===== src/rtl/muldiv_ctrl.sv =====
// HI/LO register owner and multiply/divide sequencer beside the execute-stage ALU.
// Multiply and MTHI/MTLO commit in one cycle; divide is a 32-step restoring divider that stalls.
module muldiv_ctrl (
    input  logic        clk,
    input  logic        resetn,
    input  logic        op_valid,
    input  logic [7:0]  sel,
    input  logic [31:0] a,
    input  logic [31:0] b,
    input  logic        flush,
    output logic        stall,
    output logic        busy,
    output logic [31:0] hi_o,
    output logic [31:0] lo_o
);
    localparam logic [7:0] EXE_MTHI_OP  = 8'b0001_0001;
    localparam logic [7:0] EXE_MTLO_OP  = 8'b0001_0011;
    localparam logic [7:0] EXE_MULT_OP  = 8'b0001_1000;
    localparam logic [7:0] EXE_MULTU_OP = 8'b0001_1001;
    localparam logic [7:0] EXE_DIV_OP   = 8'b0001_1010;
    localparam logic [7:0] EXE_DIVU_OP  = 8'b0001_1011;

    typedef enum logic [1:0] {IDLE, RUN, DONE} state_t;

    state_t      state;
    logic [4:0]  cnt;
    logic [31:0] dq;      // dividend bits shift out the top while quotient bits shift in
    logic [31:0] dvs;
    logic [32:0] rem;
    logic        qneg, rneg;

    logic        is_div, sdiv, accept;
    logic [63:0] mul_a, mul_b, prod;
    logic [31:0] a_mag, b_mag, quot_fix, rem_fix;
    logic [32:0] rem_sh, trial;

    always_comb begin
        is_div   = (sel == EXE_DIV_OP) || (sel == EXE_DIVU_OP);
        sdiv     = (sel == EXE_DIV_OP);
        accept   = (state == IDLE) && op_valid && !flush;
        mul_a    = {{32{(sel == EXE_MULT_OP) & a[31]}}, a};
        mul_b    = {{32{(sel == EXE_MULT_OP) & b[31]}}, b};
        prod     = mul_a * mul_b;
        a_mag    = (sdiv && a[31]) ? -a : a;
        b_mag    = (sdiv && b[31]) ? -b : b;
        rem_sh   = {rem[31:0], dq[31]};
        trial    = rem_sh - {1'b0, dvs};
        quot_fix = qneg ? -dq : dq;
        rem_fix  = rneg ? -rem[31:0] : rem[31:0];
        // Gated by resetn so a held divide cannot assert stall while the block is in reset
        stall    = resetn && !flush &&
                   (((state == IDLE) && op_valid && is_div) || (state == RUN));
        busy     = (state != IDLE);
    end

    always_ff @(posedge clk or negedge resetn) begin
        if (!resetn) begin
            state <= IDLE;
            cnt   <= '0;
            dq    <= '0;
            dvs   <= '0;
            rem   <= '0;
            qneg  <= 1'b0;
            rneg  <= 1'b0;
            hi_o  <= '0;
            lo_o  <= '0;
        end else begin
            case (state)
                IDLE: begin
                    if (accept) begin
                        case (sel)
                            EXE_MULT_OP, EXE_MULTU_OP: {hi_o, lo_o} <= prod;
                            EXE_MTHI_OP: hi_o <= a;
                            EXE_MTLO_OP: lo_o <= a;
                            EXE_DIV_OP, EXE_DIVU_OP: begin
                                dq    <= a_mag;
                                dvs   <= b_mag;
                                rem   <= '0;
                                cnt   <= '0;
                                qneg  <= sdiv & (a[31] ^ b[31]);
                                rneg  <= sdiv & a[31];
                                state <= RUN;
                            end
                            default: ;
                        endcase
                    end
                end
                RUN: begin
                    if (flush) begin
                        state <= IDLE;
                    end else begin
                        if (!trial[32]) begin
                            rem <= trial;
                            dq  <= {dq[30:0], 1'b1};
                        end else begin
                            rem <= rem_sh;
                            dq  <= {dq[30:0], 1'b0};
                        end
                        cnt <= cnt + 5'd1;
                        if (cnt == 5'd31)
                            state <= DONE;
                    end
                end
                DONE: begin
                    state <= IDLE;
                    if (!flush) begin
                        lo_o <= quot_fix;
                        hi_o <= rem_fix;
                    end
                end
                default: state <= IDLE;
            endcase
        end
    end
endmodule

===== config.mk =====
export PLATFORM = sky130hd
export DESIGN_NAME = muldiv_ctrl
export DESIGN_NICKNAME = d
export VERILOG_FILES = /design/src/rtl/muldiv_ctrl.sv
export SDC_FILE = /design/constraint.sdc
export NUM_CORES = 2
export LEC_CHECK = 0
export BUFFER_PORTS_ARGS = -buffer_cell sky130_fd_sc_hd__buf_2
export CORE_MARGIN = 2
export CORE_UTILIZATION = 40
export DETAILED_ROUTE_END_ITERATION = 7
export GPL_ROUTABILITY_DRIVEN = 0
export MAX_ROUTING_LAYER = met4
export PLACE_DENSITY = 0.56
export SLEW_MARGIN = 20
export SYNTH_ARGS = -nofsm -noshare
export SYNTH_HDL_FRONTEND = slang
export SYNTH_SLANG_ARGS = --single-unit

===== constraint.sdc =====
create_clock -name clk -period 4.5 [get_ports clk]
set_clock_uncertainty 0.05 [all_clocks]
set_input_delay 0.45 -clock clk [delete_from_list [all_inputs] [get_ports clk]]
set_output_delay 0.45 -clock clk [all_outputs]
set_load 0.02 [all_outputs]

==> results.ini <==
[place]
dp.cells = 7822
port_buffers = 141
hpwlAfterDp_um = 141000
pre_cts_ws_ns = -4.028

[logic_synthesis]
synth_edf_count = 0
yosys_warnings = 0
ys.flop_type = dfrtp_1
ys_ff_latch = 169
avgSynthCellArea_um2 = 8.657
syn_area_um2 = 50570
synthCells = 5842
async_flop_share_pct = 100.0
syn-num-nets = 7295
yosysSeqAreaShare_pct = 8.362
yosysUniqueCellTypes = 80

[floorplan]
dieWidth_um = 359.6
chipHeight_um = 359.6
core_area_um2 = 125600
num_rows = 130
initial_core_util_pct = 40.28
ios = 142
die_area_um2 = 129300

[grt]
grtUsageTotal_pct = 27.97
overflow = 0
antenna_found_initial = 19
grt_pass1_vias = 44830
grt_max_degree = 132
grt_pass1_wl_um = 269300

[setup_path]
cp_top_family = adder cells
crit_path_top_delay_cell = fa_1
worst_ep_arrival_time_ns = 8.11
critPathBufInv = 10
required_ns = 4.87
path_max_fanout = 4
cp-start-kind = input port
cpMostUsedCell = fa_1
path_class = input port to flip-flop
slowest_delay_ns = 0.59
end_kind = flip-flop

[final_layout]
drive_gt1_share_pct = 21.48
nets = 7776
area_growth_syn_to_layout_pct = 23.02
fin_util_pct = 49.55
instances_no_fill = 8003

[cts]
cts-buffers-inserted = 17
clk_latency_ns = 0.50
clk_pin_slew_ns = 0.08
clock-root-buffer = clkbuf_16
clkSinkCount = 169
cts_tree = yes
ctsLongestPathBuffers = 2
htreeDepth = 4

[route]
first_iter_violations = 3135
route.detailed.drc = 0
wl_um = 171700
avgRoutedWirePerCell_um = 21.45
ant_nets = 0
post_drt_via_cell_ratio = 5.262
vias = 42110
dr.pass1.iters = 7

[sta]
timing.fmax_ghz = 0.1292
min_period_over_period_pct = 172.0
fin_ws_ns = -3.240
tightest_slew_ns = 1.097
post-route-min-period_ns = 7.740
relSlewSlack_pct = 26.87
hold_ws_ns = 0.2865
hold_viol = 0
setup_violations = 56
slew_violations = 0
rsz0062_at_grt = yes

[job]
cap_violations = 0

[run_status]
outcome = complete, but fails checks
violations = negative setup slack

[hold_path]
hold_path_class = input port to flip-flop

## flip-flops by register name (all words and copies together) (netlist names)
register and count:
dq 32, dvs 32, hi_o 32, lo_o 32
rem 32, cnt 5, state 2, qneg 1
rneg 1
## cell usage in the layout, fill, tap and decap left out, types with 49 or more instances in the layout
| cell type | n |
|---|---|
| xnor2_1 | 93 |
| o21ai_1 | 49 |
| buf_4 | 512 |
| ha_1 | 175 |
| nand2_1 | 1001 |
| buf_12 | 61 |
| a21oi_1 | 113 |
| inv_2 | 67 |
| fa_2 | 58 |
| ha_4 | 73 |
| o21ai_0 | 174 |
| xor2_1 | 96 |
| buf_2 | 93 |
| dfrtp_1 | 169 |
| buf_6 | 129 |
| fa_1 | 1068 |
| and2_1 | 283 |
| nor2_1 | 136 |
| inv_1 | 1121 |
## tightest hold or removal path, delay by kind of cell
family,cells,cell delay (ns)
buffers and inverters,1,0.14
AO/OA/AOI/OAI,1,0.06
XOR/XNOR,1,0.12
## per-stage QoR
step	TNS, ns	area [um2]
final	-141.35	62210
after global routing	-155.34	62210
after CTS	-139.46	61030
after detailed placement	-186.05	57290
after global placement	-181.90	57290
after floorplan	-136.87	52370
## path summary, 6_finish.rpt
kind,start,endpoint,slack [ns],cells past startpoint
setup reg to reg,dq[31],rem[1],0.52,14
hold reg to reg,lo_o[8],lo_o[8],0.43,2
min in group asynchronous,resetn,lo_o[8],0.40,2
setup / recovery,sel[7],hi_o[23],-3.24,32
hold / removal,b[11],dvs[11],0.29,3
max in group asynchronous,resetn,rem[26],2.84,3
## layer usage
layer,GRT usage [%],wire (um),vias up
li1,-,-,18670
met1,34.29,68290,21860
met2,47.25,85740,1312
met3,2.775,9103,279
met4,11.72,8523,0
met5,-,0,-
## cells in the mapped netlist (all sizes together), types with 53 or more instances
cell	count	area (um2)
dfrtp	169	4229
fa	1126	22540
nand2	1033	3877
buf	71	285.3
xor2	104	910.9
inv	1194	4482
nor3	53	265.3
clkbuf	297	1146
nand3	57	285.3
nor2	155	581.8
ha	251	3141
o21ai	259	1300
a21oi	158	790.8
xnor2	99	867.1
and2	314	1964
## cell families after synthesis
group	share of synthesized area, %
flip-flops	8.362
adder cells (fa/ha/maj)	50.78
AND/OR/NAND/NOR	16.18
multiplexers	0.5764
XOR/XNOR	3.515
AO/OA/AOI/OAI	8.889
buffers and inverters	11.69
## area by class of cell
class	instances	area (um2)
fillers	11810	63360
clock buffers	18	429.2
repair buffers	829	7556
flip-flops and latches	169	4229
multi-input cells	4111	43230
inverters	1194	4501
clock inverters	14	158.9
repair inverters	1	7.507
well taps	1650	2064
diodes	17	42.54
## repair_timing
action | in CTS | in global routing
buffers inserted | 101 | 46
endpoints found under the setup margin | 58 | 58
hold buffers | 1 | 0
cloned | 6 | 0
pin swaps | 310 | 199
gates resized for setup | 557 | 202
endpoints found under the hold margin | 38 | 0
Power is not shown: default switching activity piles up to over one toggle a cycle in this logic, so the estimate is an artifact.
